$ cat src/rtl/alu_rr_scheduler_pkg.sv
// Shared types and sizes for the round-robin ALU select scheduler.
package alu_rr_scheduler_pkg;

    localparam int unsigned NREQ = 8;
    localparam int unsigned SELW = 3;

    typedef enum logic {
        StIdle  = 1'b0,
        StGrant = 1'b1
    } state_e;

endpackage

$ cat src/rtl/alu_rr_scheduler_rr_pick8.sv
// Combinational round-robin picker: first set request bit at or after ptr, modulo 8.
module rr_pick8
    import alu_rr_scheduler_pkg::*;
(
    input  logic [NREQ-1:0] req,
    input  logic [SELW-1:0] ptr,
    output logic            found,
    output logic [SELW-1:0] idx
);

    logic [NREQ-1:0] rot;
    logic [SELW-1:0] off;

    // Rotate right by ptr so the search always starts at bit 0.
    always_comb begin
        rot = '0;
        for (int k = 0; k < NREQ; k++) begin
            rot[k] = req[SELW'(k) + ptr];
        end
    end

    always_comb begin
        found = 1'b0;
        off   = '0;
        for (int k = NREQ - 1; k >= 0; k--) begin
            if (rot[k]) begin
                found = 1'b1;
                off   = SELW'(k);
            end
        end
    end

    assign idx = off + ptr;

endmodule

$ cat src/rtl/alu_rr_scheduler.sv
// Round-robin scheduler sharing one 8-input ALU selector; holds each grant HOLD
// cycles, then captures alu_y tagged with the requester index.
module alu_rr_scheduler
    import alu_rr_scheduler_pkg::*;
#(
    parameter int unsigned HOLD  = 2,
    parameter int unsigned WIDTH = 4
) (
    input  logic             clk,
    input  logic             rst_n,
    input  logic             en,
    input  logic [NREQ-1:0]  req,
    output logic [SELW-1:0]  alu_s,
    input  logic [WIDTH-1:0] alu_y,
    output logic [NREQ-1:0]  gnt,
    output logic             busy,
    output logic             out_valid,
    output logic [WIDTH-1:0] out_data,
    output logic [SELW-1:0]  out_src
);

    localparam logic [3:0] CntInit = 4'(HOLD - 1);

    if (HOLD < 1 || HOLD > 15) begin : g_hold_check
        $error("alu_rr_scheduler: HOLD must be in 1..15");
    end

    state_e          state_q;
    logic [SELW-1:0] ptr_q;
    logic [3:0]      cnt_q;
    logic            found;
    logic [SELW-1:0] pick_idx;

    rr_pick8 u_pick (
        .req   (req),
        .ptr   (ptr_q),
        .found (found),
        .idx   (pick_idx)
    );

    always_ff @(posedge clk or negedge rst_n) begin
        if (!rst_n) begin
            state_q   <= StIdle;
            ptr_q     <= '0;
            cnt_q     <= '0;
            alu_s     <= '0;
            gnt       <= '0;
            busy      <= 1'b0;
            out_valid <= 1'b0;
            out_data  <= '0;
            out_src   <= '0;
        end else begin
            out_valid <= 1'b0;
            case (state_q)
                StIdle: begin
                    if (en && found) begin
                        alu_s   <= pick_idx;
                        gnt     <= {{(NREQ-1){1'b0}}, 1'b1} << pick_idx;
                        busy    <= 1'b1;
                        cnt_q   <= CntInit;
                        state_q <= StGrant;
                    end else begin
                        gnt  <= '0;
                        busy <= 1'b0;
                    end
                end
                StGrant: begin
                    if (cnt_q != 4'd0) begin
                        cnt_q <= cnt_q - 4'd1;
                    end else begin
                        out_data  <= alu_y;
                        out_src   <= alu_s;
                        out_valid <= 1'b1;
                        gnt       <= '0;
                        busy      <= 1'b0;
                        ptr_q     <= alu_s + 3'd1;
                        state_q   <= StIdle;
                    end
                end
                default: state_q <= StIdle;
            endcase
        end
    end

endmodule
$ cat config.mk
export PLATFORM = sky130hd
export DESIGN_NAME = alu_rr_scheduler
export DESIGN_NICKNAME = d
export VERILOG_FILES = /design/src/rtl/alu_rr_scheduler_pkg.sv /design/src/rtl/alu_rr_scheduler_rr_pick8.sv /design/src/rtl/alu_rr_scheduler.sv
export SDC_FILE = /design/constraint.sdc
export NUM_CORES = 1
export LEC_CHECK = 0
export CAP_MARGIN = 10
export CELL_PAD_IN_SITES_DETAIL_PLACEMENT = 2
export CELL_PAD_IN_SITES_GLOBAL_PLACEMENT = 2
export CORE_ASPECT_RATIO = 0.8
export CORE_UTILIZATION = 36
export CTS_CLUSTER_SIZE = 20
export DETAILED_ROUTE_END_ITERATION = 10
export GPL_TIMING_DRIVEN = 0
export PLACE_DENSITY_LB_ADDON = 0.1
export REMOVE_ABC_BUFFERS = 1
export SYNTH_ARGS = -nofsm -noshare
export SYNTH_HDL_FRONTEND = slang
export SYNTH_SLANG_ARGS = --single-unit
$ cat constraint.sdc
create_clock -name clk -period 5.98 [get_ports clk]
set_clock_uncertainty 0.2 [all_clocks]
set_input_delay 1.196 -clock clk [delete_from_list [all_inputs] [get_ports clk]]
set_output_delay 1.196 -clock clk [all_outputs]
set_load 0.02 [all_outputs]
==> key figures, run 1 <==
Critical path
  – Worst Path Required: 5.98 ns
  – Worst reg2reg startpoint: ptr_q[0]
  – Critical path capture point type: flip-flop
  – CP max-delay cell: mux4_2
  – Crit path kind: input port to flip-flop
  – CP max FO: 8
  – Max incr delay on CP: 0.61 ns
  – Reg2reg end: gnt[1]
  – Startpoint Class: input port
  – Critical Path, Cell by Cell: clkdlybuf4s50_1 -> mux4_2 -> or2_0 -> mux4_2 -> o21ai_1 -> nand2_1 -> fa_1 -> xor2_1 -> nand4_1 -> a21o_1 -> o211ai_1
  – Arrival @ worst endpoint: 4.81 ns
  – Flop2flop setup slack: 1.40 ns
  – Cell mode on critical path: mux4_2
  – R2R depth: 12

Synth
  – Avg Synthesized Cell Area: 10.65 sq um
  – Most frequent cell after synthesis: dfrtp_1
  – Post-synth EDFFs: 0
  – Total number of yosys warnings: 0
  – Yosys reg bits: 28
  – Number of distinct library cells after synthesis: 49
  – Top post-synthesis cells by area: dfrtp_1 (35%), mux4_2 (13%), mux2_2 (4.5%), nand2_1 (3.7%), o211ai_1 (3.4%)
  – Synth async-reset ratio: 1.000
  – Post-Syn Area: 2013 sq um
  – Yosys top cell area share: 0.3480
  – Largest area contributor in the netlist: dfrtp_1
  – Post-Synthesis Cells: 189
  – Sequential share of the synthesized area: 0.3480
  – Synth Flop Type: dfrtp_1
  – Synth top cells by count: dfrtp_1 (28), nand2_1 (20), nor2_1 (14)

Power
  – Static Leakage: 0.0009648 uW
  – Total power: 1673 uW
  – Worst VDD drop: 288.9 uV
  – Power per Cell Area: 682.4 nW/um^2

Detailed routing
  – Met3 wire length: 237 microns
  – Metal-1 WL: 2656 microns
  – Vias per cell: 5.996
  – Wire per inst: 20.28 microns
  – Iteration count of the initial detailed-routing pass: 4
  – Via Count: 1673
  – Final Routed Wirelength: 5658 microns
  – DR WL met2: 2756 microns
  – Highest routed layer: met4
  – DRT iter0 DRCs: 71
  – Residual DRC: 0
  – Post-DRT Antenna Nets: 0

Layout
  – Number of nets in the layout: 239
  – Multi-input gate area: 1240 sq um
  – Reg area: 700.7 sq um
  – Layout cells sized above 1: 0.1382
  – Synthesis-to-finish area growth: 21.75%
  – N_diodes: 0
  – Number of fill cells: 540

Placement
  – IO buf count: 34
  – Final HPWL DP: 4270 microns
  – GPL Wtd Cong: 0.7476

STA
  – Max Clock Freq: 207.8 MHz
  – RSZ-0062 raised after global routing: no
  – Tightest hold margin: 0.2887 ns
  – Final Setup Violations: 0
  – Slew HR: 0.3244
  – Final Slew Violations: 0
  – Final period util: 0.8047
  – Setup_tns: 0 ns
  – Crit path time final: 4.812 ns
  – Actual slew at the worst max-slew pin: 1.010 ns
  – Final hold vios: 0

Clocking
  – Worst-path clk slew: 0.10 ns
  – Setup Buffers After CTS: 0
  – TritonCTS clock tree: done
  – H-tree Lvls: 1
  – TritonCTS buffer count: 3
  – Root Buffer: clkbuf_8
  – CTS sink count: 28
  – Clk buf depth: 2
  – Worst-skew pair later-pin latency: 0.28 ns
  – Hold buffer count at cts: 0
  – Post-CTS Resized: 0

Floorplan
  – # rows: 23
  – Core area: 5180 sq um
  – Die width: 85.61 microns
  – I/O pin total: 35
  – Die Height: 68.89 microns
  – Die ar.: 5897 sq um
  – Initial Util: 0.3886

Global route
  – Vias in the first global route: 1836
  – Total grt overflow: 0
  – Total track usage: 0.2113
  – Global-route wire length before repair: 9446 microns
  – Initial antenna violation count: 0
  – Largest net degree at the start of global routing: 29

Hold path
  – Hold path startpoint: busy
  – Hold path endpoint: busy
  – HP Class: flip-flop to flip-flop
  – Worst hold stages: 2

Run
  – Total of max-cap violations: 0

Run status
  – Outcome: finished, final reports clean
==> report_power, final <==
group | total, uW | switching (uW) | internal (uW)
Combinational | 1140 | 646 | 489
Clock | 153 | 63.0 | 89.8
Sequential | 384 | 110 | 274
==> sequential cells by signal, indices dropped and copies added (netlist names) <==
signal	flops
gnt	8
out_data	4
cnt_q	4
ptr_q	3
busy	1
out_src	3
alu_s	3
state_q	1
out_valid	1
==> per-layer routing <==
layer  up-vias  GRT usage
met5         -          0
met4         0    0.03542
met3         2    0.04405
met2        35     0.3720
met1       873     0.2767
li1        763          -
==> per-stage QoR <==
step / util / std cells / setup slack, ns / area [sq um]
final: 0.4732 / 279 / 1.168 / 2451
after global routing: 0.4732 / 279 / 0.9501 / 2451
after CTS: 0.4742 / 279 / 1.177 / 2456
after detailed placement: 0.4604 / 275 / 0.9163 / 2385
after global placement: 0.4604 / 275 / 1.024 / 2385
after floorplan: - / 179 / 1.833 / 1967
==> area by class of cell <==
type,instances,share of cell area
inverter,7,0.01072
sequential,28,0.2859
multi-input combinational,144,0.5059
tap,62,0.03165
clock buffer,3,0.01685
timing repair buffer,34,0.1368
clock inverter,1,0.01225
==> how the worst max path moves through the flow <==
stage,slack [ns],depth (start not counted),to,startpoint
finish,1.17,11,gnt[1],req[6]
global route,0.95,11,gnt[1],req[6]
CTS,1.18,11,gnt[1],req[6]
detailed placement,0.92,11,gnt[1],req[6]
global placement,1.02,10,gnt[1],req[1]
floorplan,1.83,10,gnt[1],req[6]
==> critical path, delay by kind of cell <==
family | cells | cell delay, ns
buffers and inverters | 1 | 0.50
XOR/XNOR | 1 | 0.47
AND/OR/NAND/NOR | 3 | 0.56
adder cells (fa/ha/maj) | 1 | 0.45
AO/OA/AOI/OAI | 3 | 0.45
multiplexers | 2 | 1.19
==> cells in the final DEF, fill, tap and decap left out, types with 2 or more instances in the layout <==
| master | n |
|---|---|
| nor2_1 | 14 |
| clkbuf_8 | 3 |
| mux2i_1 | 5 |
| or2_1 | 2 |
| a21o_1 | 5 |
| o21ai_0 | 3 |
| inv_1 | 6 |
| and2_1 | 2 |
| nand2_1 | 20 |
| o211ai_1 | 9 |
| or2_0 | 2 |
| nor3_1 | 2 |
| a21oi_1 | 3 |
| o2111ai_1 | 3 |
| mux2_1 | 3 |
| nor3b_1 | 4 |
| nand3_1 | 5 |
| nand4_1 | 3 |
| mux2_2 | 8 |
| xor2_1 | 6 |
| clkdlybuf4s50_1 | 33 |
| mux4_2 | 12 |
| o21ai_1 | 4 |
| ha_1 | 5 |
| dfrtp_1 | 28 |
| xnor2_1 | 3 |
| a211oi_1 | 2 |
==> cells by family after synthesis <==
| kind of cell | share of synthesized area |
|---|---|
| AOI/OAI and AO/OA | 0.1535 |
| xor gates and xnor gates | 0.03916 |
| adders and majority gates | 0.04102 |
| buffers and inverters | 0.03604 |
| DFF | 0.3480 |
| muxes | 0.2411 |
| and+or+nand+nor | 0.1411 |
Note: power is estimated with default switching activity, not from simulation.
==> run 2: changes to the inputs <==
--- a/config.mk
+++ b/config.mk
@@ -9,7 +9,7 @@
 export CELL_PAD_IN_SITES_DETAIL_PLACEMENT = 2
 export CELL_PAD_IN_SITES_GLOBAL_PLACEMENT = 2
 export CORE_ASPECT_RATIO = 0.8
-export CORE_UTILIZATION = 36
+export CORE_UTILIZATION = 31
 export CTS_CLUSTER_SIZE = 20
 export DETAILED_ROUTE_END_ITERATION = 10
 export GPL_TIMING_DRIVEN = 0
==> constraint.sdc (replaced) <==
create_clock -name clk -period 4.38 [get_ports clk]
set_clock_uncertainty 0.2 [all_clocks]
set_input_delay 0.876 -clock clk [delete_from_list [all_inputs] [get_ports clk]]
set_output_delay 0.876 -clock clk [all_outputs]
set_load 0.02 [all_outputs]
==> run 2 against run 1 <==
Worst hold slack got worse by 0.0031 ns; register-to-register slack got worse by 1.1 ns; largest cell class unchanged; clock power increased by 33%; critical endpoint is now gnt[0]; count of clock-buffer cells in the layout unchanged; via count increased by 0.60%; non-clock buffer count increased by 12; combinational power increased by 54%.
==> key figures, run 2 (synthesis gave the netlist of run 1 again) <==
Run status
  – Outcome: finished, final reports clean (unchanged)

STA
  – Slew HR: 0.3294 (was 0.3244)
  – Final period util: 0.9750
  – RSZ-0062 raised after global routing: yes (was no)
  – Final hold vios: 0 (unchanged)
  – Final setup margin: 0.1093 ns (was 1.168 ns)
  – Final Setup Violations: 0 (unchanged)
  – Max Clock Freq: 234.2 MHz
  – Final Slew Violations: 0 (unchanged)
  – Actual slew at the worst max-slew pin: 1.002 ns (was 1.010 ns)
  – Crit path time final: 4.271 ns

Detailed routing
  – Final Routed Wirelength: 5857 microns (was 5658 microns)
  – Post-DRT Antenna Nets: 0 (unchanged)
  – DRT iter0 DRCs: 39 (was 71)
  – Wire per inst: 18.89 microns (was 20.28 microns)
  – Iteration count of the initial detailed-routing pass: 4 (unchanged)
  – Via Count: 1683 (was 1673)
  – Vias per cell: 5.429 (was 5.996)
  – Residual DRC: 0 (unchanged)

Clocking
  – Clk buf depth: 2 (unchanged)
  – Root Buffer: clkbuf_8 (unchanged)
  – TritonCTS buffer count: 3 (unchanged)
  – H-tree Lvls: 1 (unchanged)
  – Hold buffer count at cts: 0 (unchanged)
  – Worst-skew pair later-pin latency: 0.27 ns (was 0.28 ns)
  – TritonCTS clock tree: done (unchanged)
  – Worst-path clk slew: 0.09 ns (was 0.10 ns)
  – CTS sink count: 28 (unchanged)

Global route
  – Total grt overflow: 0 (unchanged)
  – Vias in the first global route: 1731 (was 1836)
  – Global-route wire length before repair: 9301 microns (was 9446 microns)
  – Initial antenna violation count: 0 (unchanged)
  – Total track usage: 0.1776 (was 0.2113)
  – Largest net degree at the start of global routing: 20 (was 29)

Placement
  – Final HPWL DP: 4360 microns (was 4270 microns)
  – Dpl ws: -0.5077 ns (was 0.9163 ns)
  – IO buf count: 34 (unchanged)
  – DP Area: 2436 sq um (was 2385 sq um)
  – GPL Wtd Cong: 0.7385 (was 0.7476)

Layout
  – Largest register by flop count: gnt (unchanged)
  – Commonest non-fill, non-tap cell in the layout: clkdlybuf4s50_1 (unchanged)
  – Post-layout utilization of the core: 0.4336 (was 0.4732)
  – Layout cells sized above 1: 0.2140 (was 0.1382)
  – Commonest non-fill, non-tap cells in the layout: clkdlybuf4s50_1 (34), dfrtp_1 (26), nand2_1 (20) (was clkdlybuf4s50_1 (33), dfrtp_1 (28), nand2_1 (20))
  – Largest register FFs: 8 (unchanged)
  – Final Cell Area: 2645 sq um (was 2451 sq um)
  – N_diodes: 0 (unchanged)
  – Synthesis-to-finish area growth: 31.39% (was 21.75%)
  – Regs by FF count: gnt: 8 flops, cnt_q: 4 flops, out_data: 4 flops (unchanged)
  – Number of nets in the layout: 251 (was 239)

Floorplan
  – Die width: 92.10 microns (was 85.61 microns)
  – # rows: 25 (was 23)
  – Die ar.: 6823 sq um (was 5897 sq um)
  – Core area: 6100 sq um (was 5180 sq um)
  – Die Height: 74.08 microns (was 68.89 microns)
  – Initial Util: 0.3301 (was 0.3886)
  – I/O pin total: 35 (unchanged)

Power
  – Switching pwr: 1161 uW (was 819.7 uW)
  – Power per Cell Area: 928.5 nW/um^2 (was 682.4 nW/um^2)
  – Static Leakage: 0.001038 uW (was 0.0009648 uW)
  – Clock power frac: 0.083 (was 0.091)
  – Sequential power share: 0.206 (was 0.230)
  – Logic pwr share: 0.712 (was 0.679)
  – Worst VDD drop: 319.0 uV (was 288.9 uV)
  – Total power: 2456 uW (was 1673 uW)
  – Switching Fraction: 0.4728 (was 0.4901)
  – Pint: 1295 uW (was 852.8 uW)

Critical path
  – Critical path capture point type: flip-flop (unchanged)
  – R2R depth: 14 (was 12)
  – Worst setup path start: req[6] (unchanged)
  – Reg2reg end: gnt[7] (was gnt[1])
  – CP max FO: 8 (unchanged)
  – Max incr delay on CP: 0.61 ns (about the same)
  – Arrival @ worst endpoint: 4.26 ns (was 4.81 ns)
  – Flop2flop setup slack: 0.31 ns (was 1.40 ns)
  – Cell mode on critical path: mux4_2 (unchanged)
  – Crit path kind: input port to flip-flop (unchanged)
  – Startpoint Class: input port (unchanged)
  – Worst Path Required: 4.37 ns (was 5.98 ns)
  – CP endpoint: gnt[0] (was gnt[1])
  – CP max-delay cell: mux4_2 (unchanged)
  – Critical Path, Cell by Cell: clkdlybuf4s50_1 -> mux4_2 -> or2_0 -> mux4_2 -> o21ai_1 -> nand2_1 -> fa_2 -> xnor2_4 -> o2111ai_1 -> o211ai_1 (was clkdlybuf4s50_1 -> mux4_2 -> or2_0 -> mux4_2 -> o21ai_1 -> nand2_1 -> fa_1 -> xor2_1 -> nand4_1 -> a21o_1 -> o211ai_1)
  – Worst reg2reg startpoint: ptr_q[1] (was ptr_q[0])

Hold path
  – HP Class: flip-flop to flip-flop (unchanged)

Run
  – Total of max-cap violations: 0 (unchanged)
==> run 2: layout make-up <==
class                      count  area (sq um)
inverter                       7         26.28
sequential                    28         705.7
clock buffer                   3         41.29
tap                           81         101.3
multi-input combinational    144          1290
fill                         623          3455
clock inverter                 1         30.03
timing repair buffer          46         450.4
==> run 2: per-layer routing <==
layer / vias to the layer above / part of all wire / track usage
li1: 792 / - / -
met4: 0 / 0.0032 / 0.02083
met2: 31 / 0.49 / 0.3018
met1: 858 / 0.47 / 0.2426
met3: 2 / 0.034 / 0.03885
met5: - / 0 / 0
==> run 2: per-stage QoR <==
stage | hold slack (ns) | TNS [ns] | instances
3_5_place_dp | 0.2697 | -3.898 | 295
6_report | 0.2856 | 0 | 310
2_1_floorplan | 0.3094 | 0 | 179
5_1_grt | 0.3275 | -0.1289 | 310
4_1_cts | 0.2956 | -0.09201 | 299
3_3_place_gp | 0.2578 | -2.182 | 294
==> run 2: worst min path at each step <==
stage,startpoint,endpoint,slack (ns),cells past startpoint
floorplan,cnt_q[0],cnt_q[0],0.31,2
global placement,busy,busy,0.26,2
detailed placement,busy,busy,0.27,2
CTS,busy,busy,0.30,2
global route,busy,busy,0.33,2
finish,busy,busy,0.29,2
==> run 2: worst max-delay path, delay by kind of cell <==
family	cells	cell delay [ns]
multiplexers	2	1.16
buffers and inverters	1	0.48
AND/OR/NAND/NOR	2	0.39
adder cells (fa/ha/maj)	1	0.47
XOR/XNOR	1	0.27
AO/OA/AOI/OAI	3	0.61
==> run 2: power by group through the flow <==
stage	Combinational [uW]	Clock (uW)	Sequential [uW]
final	1750	203	505
after global routing	1900	225	524
after CTS	1580	214	532
after detailed placement	1550	0	529
after global placement	1470	0	513
after floorplan	977	0	587
==> run 2: timing repair <==
item                       in CTS  in global routing
setup buffers                   0                 11
pin swaps                       0                  0
gates resized for setup         5                  6
setup endpoints to repair       9                  9
cloned                          0                  0
